<file path="src/rtl/filter_iir_pkg.sv">
// Shared constants and helpers for the multi-channel IIR filter family.
package filter_iir_pkg;

  // Guard bits on top of DW+CW so five full-scale products cannot overflow.
  localparam int ACC_GUARD = 3;

  // Rounding modes applied before the Q-format shift.
  localparam int ROUND_TRUNC   = 0;
  localparam int ROUND_HALF_UP = 1;

  // Overflow handling when narrowing back to DW bits.
  localparam int SAT_WRAP  = 0;
  localparam int SAT_CLAMP = 1;

  // Channel index width; a single channel still gets a 1-bit index.
  function automatic int chw_of(input int n_ch);
    return (n_ch <= 2) ? 1 : $clog2(n_ch);
  endfunction

  // Full-precision accumulator width.
  function automatic int acc_w_of(input int dw, input int cw);
    return dw + cw + ACC_GUARD;
  endfunction

endpackage

</file>
<file path="src/rtl/iir_round_sat.sv">
// Narrows a full-precision accumulator to a DW-bit sample: optional
// round-half-up, arithmetic shift by FRAC, then clamp or wrap with a flag.
module iir_round_sat
  import filter_iir_pkg::*;
#(
  parameter int DW    = 8,
  parameter int FRAC  = 7,
  parameter int ROUND = ROUND_HALF_UP,
  parameter int SAT   = SAT_CLAMP,
  parameter int ACC_W = 18
) (
  input  logic signed [ACC_W-1:0] acc,
  output logic signed [DW-1:0]    y,
  output logic                    ovf
);

  localparam logic signed [ACC_W-1:0] HALF =
    ACC_W'((ROUND == ROUND_HALF_UP) ? (1 << (FRAC - 1)) : 0);
  localparam logic signed [ACC_W-1:0] MAXV = ACC_W'((2 ** (DW - 1)) - 1);
  localparam logic signed [ACC_W-1:0] MINV = -MAXV - ACC_W'(1);

  logic signed [ACC_W-1:0] rounded;
  logic signed [ACC_W-1:0] shifted;
  logic signed [ACC_W-1:0] wrapped;

  // Round, shift, then either clamp to the DW range or keep the low bits.
  always_comb begin
    rounded = acc + HALF;
    shifted = rounded >>> FRAC;
    wrapped = {{(ACC_W - DW){shifted[DW-1]}}, shifted[DW-1:0]};
    y       = shifted[DW-1:0];
    ovf     = 1'b0;
    if (SAT == SAT_CLAMP) begin
      if (shifted > MAXV) begin
        y   = MAXV[DW-1:0];
        ovf = 1'b1;
      end else if (shifted < MINV) begin
        y   = MINV[DW-1:0];
        ovf = 1'b1;
      end
    end else begin
      ovf = (wrapped != shifted);
    end
  end

endmodule

</file>
<file path="src/rtl/filter_iir_mc.sv">
// Time-multiplexed Direct Form I biquad with independent per-channel state.
// Stage 1 captures the sample and its coefficients; stage 2 reads the
// channel history, computes, registers the output and writes history back.
module filter_iir_mc
  import filter_iir_pkg::*;
#(
  parameter int  DW    = 8,
  parameter int  CW    = 8,
  parameter int  FRAC  = 7,
  parameter int  N_CH  = 4,
  parameter int  ROUND = 1,
  parameter int  SAT   = 1,
  localparam int CHW   = chw_of(N_CH),
  localparam int ACC_W = acc_w_of(DW, CW)
) (
  input  logic                 clk,
  input  logic                 RST,
  input  logic                 CLR,
  input  logic signed [DW-1:0] DIN,
  input  logic                 VIN,
  input  logic [CHW-1:0]       CH_IN,
  input  logic signed [CW-1:0] a1,
  input  logic signed [CW-1:0] a2,
  input  logic signed [CW-1:0] b0,
  input  logic signed [CW-1:0] b1,
  input  logic signed [CW-1:0] b2,
  output logic signed [DW-1:0] DOUT,
  output logic                 VOUT,
  output logic [CHW-1:0]       CH_OUT,
  output logic                 OVF
);

  logic                    s1_valid;
  logic signed [DW-1:0]    s1_x;
  logic [CHW-1:0]          s1_ch;
  logic signed [CW-1:0]    s1_a1, s1_a2, s1_b0, s1_b1, s1_b2;

  logic signed [DW-1:0]    x1_mem [N_CH];
  logic signed [DW-1:0]    x2_mem [N_CH];
  logic signed [DW-1:0]    y1_mem [N_CH];
  logic signed [DW-1:0]    y2_mem [N_CH];

  logic                    accept;
  logic signed [CW-1:0]    tap_coef [5];
  logic signed [DW-1:0]    tap_data [5];
  logic signed [ACC_W-1:0] tap_prod [5];
  logic signed [ACC_W-1:0] acc;
  logic signed [DW-1:0]    y;
  logic                    ovf;

  // Out-of-range channels (non power-of-two N_CH) are silently dropped.
  assign accept = VIN && (32'(CH_IN) < 32'(N_CH));

  // Stage 1: capture sample, channel and the coefficients it will use.
  always_ff @(posedge clk or posedge RST) begin
    if (RST) begin
      s1_valid <= 1'b0;
      s1_x     <= '0;
      s1_ch    <= '0;
      s1_a1    <= '0;
      s1_a2    <= '0;
      s1_b0    <= '0;
      s1_b1    <= '0;
      s1_b2    <= '0;
    end else if (CLR) begin
      s1_valid <= 1'b0;
    end else begin
      s1_valid <= accept;
      if (accept) begin
        s1_x  <= DIN;
        s1_ch <= CH_IN;
        s1_a1 <= a1;
        s1_a2 <= a2;
        s1_b0 <= b0;
        s1_b1 <= b1;
        s1_b2 <= b2;
      end
    end
  end

  // Feedback taps (3, 4) are subtracted below; the rest are added.
  assign tap_coef[0] = s1_b0;
  assign tap_coef[1] = s1_b1;
  assign tap_coef[2] = s1_b2;
  assign tap_coef[3] = s1_a1;
  assign tap_coef[4] = s1_a2;
  assign tap_data[0] = s1_x;
  assign tap_data[1] = x1_mem[s1_ch];
  assign tap_data[2] = x2_mem[s1_ch];
  assign tap_data[3] = y1_mem[s1_ch];
  assign tap_data[4] = y2_mem[s1_ch];

  generate
    for (genvar gi = 0; gi < 5; gi++) begin : g_tap
      assign tap_prod[gi] = ACC_W'(tap_coef[gi]) * ACC_W'(tap_data[gi]);
    end
  endgenerate

  assign acc = tap_prod[0] + tap_prod[1] + tap_prod[2] - tap_prod[3] - tap_prod[4];

  iir_round_sat #(
    .DW    (DW),
    .FRAC  (FRAC),
    .ROUND (ROUND),
    .SAT   (SAT),
    .ACC_W (ACC_W)
  ) u_round_sat (
    .acc (acc),
    .y   (y),
    .ovf (ovf)
  );

  // Stage 2: register the result and shift the channel's history; CLR wins.
  always_ff @(posedge clk or posedge RST) begin
    if (RST) begin
      DOUT   <= '0;
      VOUT   <= 1'b0;
      CH_OUT <= '0;
      OVF    <= 1'b0;
      for (int i = 0; i < N_CH; i++) begin
        x1_mem[i] <= '0;
        x2_mem[i] <= '0;
        y1_mem[i] <= '0;
        y2_mem[i] <= '0;
      end
    end else if (CLR) begin
      VOUT <= 1'b0;
      for (int i = 0; i < N_CH; i++) begin
        x1_mem[i] <= '0;
        x2_mem[i] <= '0;
        y1_mem[i] <= '0;
        y2_mem[i] <= '0;
      end
    end else begin
      VOUT <= s1_valid;
      if (s1_valid) begin
        DOUT          <= y;
        CH_OUT        <= s1_ch;
        OVF           <= ovf;
        x2_mem[s1_ch] <= x1_mem[s1_ch];
        x1_mem[s1_ch] <= s1_x;
        y2_mem[s1_ch] <= y1_mem[s1_ch];
        y1_mem[s1_ch] <= y;
      end
    end
  end

endmodule

</file>
<file path="config.mk">
export PLATFORM = sky130hd
export DESIGN_NAME = filter_iir_mc
export DESIGN_NICKNAME = d
export VERILOG_FILES = /design/src/rtl/filter_iir_pkg.sv /design/src/rtl/iir_round_sat.sv /design/src/rtl/filter_iir_mc.sv
export SDC_FILE = /design/constraint.sdc
export NUM_CORES = 1
export LEC_CHECK = 0
export ABC_AREA = 1
export BUFFER_PORTS_ARGS = -buffer_cell sky130_fd_sc_hd__buf_2
export CORE_MARGIN = 2
export CORE_UTILIZATION = 55
export CTS_CLUSTER_DIAMETER = 120
export DETAILED_ROUTE_END_ITERATION = 8
export GPL_TIMING_DRIVEN = 0
export PLACE_DENSITY = 0.72
export SLEW_MARGIN = 25
export SYNTH_ARGS = -nofsm -noshare
export SYNTH_HDL_FRONTEND = slang
export SYNTH_SLANG_ARGS = --single-unit
</file>
<file path="constraint.sdc">
create_clock -name clk -period 9.6 [get_ports clk]
set_input_delay 1.92 -clock clk [delete_from_list [all_inputs] [get_ports clk]]
set_output_delay 1.92 -clock clk [all_outputs]
set_load 0.05 [all_outputs]
</file>
; Word-level counts from Yosys, hierarchy flattened
; Cells that the tools add are included.
[op_classes]
reduce_logical = 4
n_mux = 32
n_lt_le_gt_ge = 4
bitwise_logic = 2
eq_ne = 0
multipliers = 5
shift = 0
addsub = 5
div = 0
[ops]
columns = operator, count
row1 = 2-to-1 mux 32 bit, 8
row2 = bitwise mux 32 bit, 4
row3 = 2-to-1 mux 8 bit, 11
row4 = multiplier 8 x 8 -> 16 bit, 5
row5 = binary-select mux 8 bit (select 2 bit), 4
row6 = adder 19 x 8 -> 19 bit (second input constant), 1
row7 = subtractor 18 x 16 -> 19 bit, 1
row8 = subtractor 19 x 16 -> 19 bit, 1
row9 = adder 17 x 16 -> 18 bit, 1
row10 = adder 16 x 16 -> 17 bit, 1
row11 = demux 8 bit (select 2 bit), 1
row12 = greater-than comparator 12 x 8 -> 1 bit (second input constant), 1
row13 = less-than comparator 12 x 8 -> 1 bit (second input constant), 1
row14 = 2-to-1 mux 1 bit, 4
row15 = AND reduction 2 bit, 2
row16 = greater-or-equal comparator 3 bit (second input constant), 1
row17 = less-than comparator 3 x 1 -> 1 bit (second input constant), 1
row18 = NOT 2 -> 3 bit, 1
row19 = nonzero test 2 bit, 1
row20 = logical AND 1 bit, 1
row21 = NOT 1 bit, 1
[totals]
input_bits = 54
wordCells = 80
reg_bits = 191
mem_bits_rw = 0
output_inout_bits = 12
mem_bits_ro = 0
latchBits = 0
mem_count = 0

; Longest topological paths before layout
[logic_depth]
word_depth = 16
ltp_mapped = 44

; Modules after synthesis
; From an unflattened synthesis, not the netlist that was laid out.
[hier_totals]
cells_unflattened = 2473
hier_area_um2 = 22401.5
[modules_own_cells]
columns = module, cells_per_inst, seq_area_each_um2, area_each_um2, instances
row1 = filter_iir_mc, 2395, 4779.6, 21958.6, 1
row2 = iir_round_sat, 78, 0.0, 442.9, 1

; Least setup slack after synthesis
; Ideal clock, no wire load.
[synth_timing]
path_kind = reg-to-reg
start = register s1_ch[0]
end = register DOUT[0]
setup_slack_ps = 1469
arrival_ps = 8014
synth_period_minus_slack_ps = 8131
required_ps = 9482
stages_incl_launch_ff = 37
n_path_buf = 2
path_cell_list = dfrtp_1 -> buf_2 -> nor2_2 -> inv_2 -> buf_2 -> o22ai_1 -> a21oi_1 -> o21a_1 -> nor2_1 -> inv_1 -> fa_1 -> fa_1 -> fa_1 -> inv_1 -> fa_1 -> fa_1 -> inv_1 -> fa_1 -> fa_1 -> fa_1 -> inv_1 -> fa_1 -> inv_1 -> ha_1 -> a21oi_1 -> a21boi_0 -> nand2_2 -> nand2_1 -> nand2_1 -> nand2_1 -> nand2_1 -> nor2_1 -> nand2_1 -> nand3_4 -> nand2_2 -> nand2_1 -> nand2_1
[synth_via]
elab_chain_cells = 13
[synth_rtl]
columns = element, line_no
row1 = from (decl), filter_iir_mc.sv:35  ; logic [CHW-1:0] s1_ch;
row2 = from (signal assigned), filter_iir_mc.sv:59  ; s1_ch <= '0;
row3 = from (signal assigned), filter_iir_mc.sv:71  ; s1_ch <= CH_IN;
row4 = NOT 2 -> 3 bit (implied by the code) (*), -
row5 = binary-select mux 8 bit (select 2 bit), filter_iir_mc.sv:88  ; assign tap_data[1] = x1_mem[s1_ch];
row6 = 2-to-1 mux 8 bit (implied by the code) (2 in a row), filter_iir_mc.sv:88
row7 = multiplier 8 x 8 -> 16 bit, filter_iir_mc.sv:95  ; assign tap_prod[gi] = ACC_W'(tap_coef[gi]) * ACC_W'(tap_data[gi]);
row8 = adder 16 x 16 -> 17 bit, filter_iir_mc.sv:99  ; assign acc = tap_prod[0] + tap_prod[1] + tap_prod[2] - tap_prod[3] - tap_prod[4];
row9 = adder 17 x 16 -> 18 bit, filter_iir_mc.sv:99
row10 = subtractor 18 x 16 -> 19 bit, filter_iir_mc.sv:99
row11 = subtractor 19 x 16 -> 19 bit (*), filter_iir_mc.sv:99
row12 = adder 19 x 8 -> 19 bit (*), iir_round_sat.sv:28  ; rounded = acc + HALF;
row13 = less-than comparator 12 x 8 -> 1 bit, iir_round_sat.sv:37  ; end else if (shifted < MINV) begin
row14 = 2-to-1 mux 8 bit, iir_round_sat.sv:37
row15 = 2-to-1 mux 8 bit (*), iir_round_sat.sv:34  ; if (shifted > MAXV) begin
row16 = to (signal assigned), filter_iir_mc.sv:137  ; DOUT <= y;
row17 = to (decl), filter_iir_mc.sv:27  ; output logic signed [DW-1:0] DOUT,
; Every way passes the cells marked *; elsewhere a longest branch is shown, timed or not. The select of a mux whose other input is x is not followed.
; A chain may end at the register's enable or synchronous reset.

; Worst setup path after layout
[layout_timing]
start = register s1_ch[0]
end = register y1_mem[20] (netlist name)
[layout_via]
elab_chain_cells = 16
[layout_rtl]
columns = element, line_no
row1 = NOT 2 -> 3 bit (implied by the code) (*), -
row2 = binary-select mux 8 bit (select 2 bit), filter_iir_mc.sv:88
row3 = 2-to-1 mux 8 bit (implied by the code) (2 in a row), filter_iir_mc.sv:88
row4 = multiplier 8 x 8 -> 16 bit, filter_iir_mc.sv:95
row5 = adder 16 x 16 -> 17 bit, filter_iir_mc.sv:99
row6 = adder 17 x 16 -> 18 bit, filter_iir_mc.sv:99
row7 = subtractor 18 x 16 -> 19 bit, filter_iir_mc.sv:99
row8 = subtractor 19 x 16 -> 19 bit, filter_iir_mc.sv:99
row9 = adder 19 x 8 -> 19 bit, iir_round_sat.sv:28
row10 = less-than comparator 12 x 8 -> 1 bit, iir_round_sat.sv:37
row11 = 2-to-1 mux 8 bit, iir_round_sat.sv:37
row12 = 2-to-1 mux 8 bit, iir_round_sat.sv:34
row13 = bitwise mux 32 bit (*), filter_iir_mc.sv:143  ; y1_mem[s1_ch] <= y;
row14 = 2-to-1 mux 32 bit (*), filter_iir_mc.sv:136  ; if (s1_valid) begin
row15 = 2-to-1 mux 32 bit (*), filter_iir_mc.sv:126  ; end else if (CLR) begin
row16 = "to (signal, indexed assignment)", filter_iir_mc.sv:143
row17 = to (decl), filter_iir_mc.sv:40  ; logic signed [DW-1:0] y1_mem [N_CH];
; Marks and branches as above.

==> results.md <==
* CP startpoint kind: register
* Vias/cell at ~5.4
* Share of cells above drive strength 1 at around 6.3%
* Fin. Hold Viols at 0
* Clock sink count at 191
* DPL Wire Length at between 40000 and 50000 um
* Fillcell total at 3379
* Cell variety after synth at 38
* RSZ-0062 raised after global routing: false
* Drt first pass iters at 6
* Setup CP Type: register to register
* GPL Wtd Cong at between 0.9 and 1
* Setup total negative slack at 0 ps
* Status: completed
* Largest net degree at the start of global routing at 78
* Die Area at 0.04188 mm^2
* CTS tree: yes
* CTS max path bufs at 2
* Min Tclk post-route at 9203 ps
* Worst flop-to-flop path endpoint: y1_mem[20]
* Die Width at about 200 um
* Final setup viols at 0
* Post-Synthesis Net Count at between 3000 and 4000
* HP Class: register to register
* First-pass GRT wire length at approximately 97000 um
* PostCTS Resize Cnt at 0
* Worst skew pair latency at 490 ps
* Final Skew at 24.31 ps
* Final wirelength at ~60000 um
* Worst r2r path cells at 37
* Reg2reg setup slack at 400 ps
* PortBufs at between 60 and 70
* Layout area overhead at 7.464%
* Crit path top cell by count: fa_1
* TritonCTS buffer count at 17
* Via count at 16680
* Row cnt at 73
* DRT iter0 DRCs at 1366
* Ys flop type: dfrtp_1
* Total setup buffers inserted after CTS at 0
* H-Tree Level Count at 4
* Layout Nets at 3157
* Sequential area share after synthesis at 21.58%
* Syn_area_per_cell at 8.961 um^2
* WHS Path Cells at 2
* Synth Register Bits at 191
* Fmax at 108.7 MHz
* CTS clock-pin slew for the worst setup and hold paths at roughly 80 ps
* Synthesized area at 0.02214 mm^2
* DR WL/cell at between 15 and 20 um
* DRT antenna net count at 0
* Fin crit share at between 90% and 100%
* Slew margin rel. at around a third
* I/O pins at 66
* DRC violations left at 0
* CP max FO at 10
* Initial antenna violation count at 0
* Max stage delay on crit path at 550 ps
* CTS Root Cell: clkbuf_16
* EDFF count, synth at 0
* Synth Instances at 2471
* Fin. max-slew vios at 0
* Vias in the first global route at 17840
* Slew @ Worst Pin at 1003 ps
* Die Y at 204.7 um
* Max-Cap Viols at 0
* Initial Util at 55.73%
* Reg-to-reg startpoint: s1_ch[0]
* Asr flop ratio synth at 100.0%
* All-layer global routing usage at between 30% and 40%
* Arr. time, crit path at 9560 ps
* Grt ovf at 0
* Synth warn at 0
* Hold path endpoint: DOUT[3]
* Cts hold-fix bufs at 0
* CP endpoint kind: register
* Worst hold start: DOUT[3]
* Critical Path RT at 9960 ps
* Core ar. at 0.03973 mm^2
* CP max-delay cell: fa_1
-- synth_stat cells, types with 3 or more instances --
cell | count | area share [%]
buf_1 | 4 | 0.068
ha_1 | 119 | 6.7
inv_2 | 6 | 0.10
clkbuf_1 | 43 | 0.73
o21ai_1 | 9 | 0.20
nand2_4 | 3 | 0.15
inv_1 | 705 | 12
dfrtp_1 | 191 | 22
o21ai_0 | 67 | 1.5
clkinv_1 | 7 | 0.12
nor2_2 | 8 | 0.23
nor3_1 | 5 | 0.11
xor2_1 | 5 | 0.20
nand3_1 | 17 | 0.38
nand2_1 | 438 | 7.4
nand2_2 | 20 | 0.57
nand4_1 | 3 | 0.085
a21oi_1 | 34 | 0.77
o22ai_1 | 105 | 3.0
nor2_1 | 188 | 3.2
fa_1 | 427 | 39
buf_2 | 11 | 0.25
o21a_1 | 16 | 0.54
xnor2_1 | 10 | 0.40
nor3_2 | 5 | 0.23
a22oi_1 | 7 | 0.24
-- cell families after synthesis --
logic type,Yosys count,share of synthesized area [%]
xor+xnor,15,0.5933
flops,191,21.58
fa+ha+maj,546,45.33
buf+inv,778,13.28
compound gates,245,6.470
simple gates,696,12.74
-- worst max-delay path, delay by kind of cell (launching register included) --
kind | cells | cell delay (ps)
flip-flops | 1 | 370
adder cells (fa/ha/maj) | 10 | 4900
buffers and inverters | 9 | 1070
AND/OR/NAND/NOR | 12 | 1630
AO/OA/AOI/OAI | 6 | 1100
-- how the worst max path moves through the flow --
stage               startpoint         end  slack, ps  depth (start not counted)
finish                s1_ch[0]  y1_mem[20]        400                         37
global route          s1_ch[0]  y1_mem[20]        0.5                         38
CTS                   s1_ch[1]     DOUT[3]        190                         36
detailed placement    s1_ch[1]     DOUT[4]        220                         36
global placement           RST    s1_b0[6]        310                          2
floorplan             s1_ch[0]     DOUT[0]       1470                         36
-- sequential cells by signal, indices dropped and copies added, names as in the netlist --
name,count
s1_b0,8
OVF,1
s1_a2,8
y1_mem,32
s1_ch,2
s1_a1,8
CH_OUT,2
DOUT,8
s1_x,8
VOUT,1
y2_mem,32
s1_b2,8
s1_valid,1
x2_mem,32
s1_b1,8
x1_mem,32
-- metrics by stage --
stage                     cell area [um^2]  worst slack [ps]  util (%)  std cells  hold slack [ps]
after global placement               23130             311.0     58.21       3061            459.1
final                                23800             397.4     59.89       3096            476.8
after floorplan                      22140              1469         -       2471            449.2
after CTS                            23780             192.5     59.86       3095            484.5
after global routing                 23790            0.5196     59.89       3095            502.9
after detailed placement             23190             215.6     58.36       3063            465.2
-- per-layer routing --
layer,GRT usage [%],routed length [um],up-vias
li1,-,-,7376
met1,40.19,22840,8471
met2,50.75,28820,696
met3,4.932,4532,132
met4,14.98,3182,0
met5,0,0,-
-- placed cells by master, fill, tap and decap left out, drive strengths merged, types with 16 or more instances in the layout --
cell and count:
ha 119, o21ai 76, a21oi 35, nand3 20, o21a 16, clkbuf 62
inv 718, fa 427, buf 84, dfrtp 191, o22ai 105, nor2 196
nand2 461
-- layout make-up --
| class | instances | area (um^2) | share of cell area (%) |
|---|---|---|---|
| repair buffers | 67 | 380.4 | 1.598 |
| diodes | 1 | 2.502 | 0.01052 |
| multi-input cells | 1502 | 14430 | 60.64 |
| well taps | 525 | 656.9 | 2.760 |
| plain buffers | 60 | 247.7 | 1.041 |
| clock inverters | 13 | 142.6 | 0.5994 |
| flip-flops and latches | 191 | 4780 | 20.09 |
| clock buffers | 19 | 452.9 | 1.903 |
| inverters | 718 | 2703 | 11.36 |
Power is not shown: default switching activity piles up to over one toggle a cycle in this logic, so the estimate is an artifact.
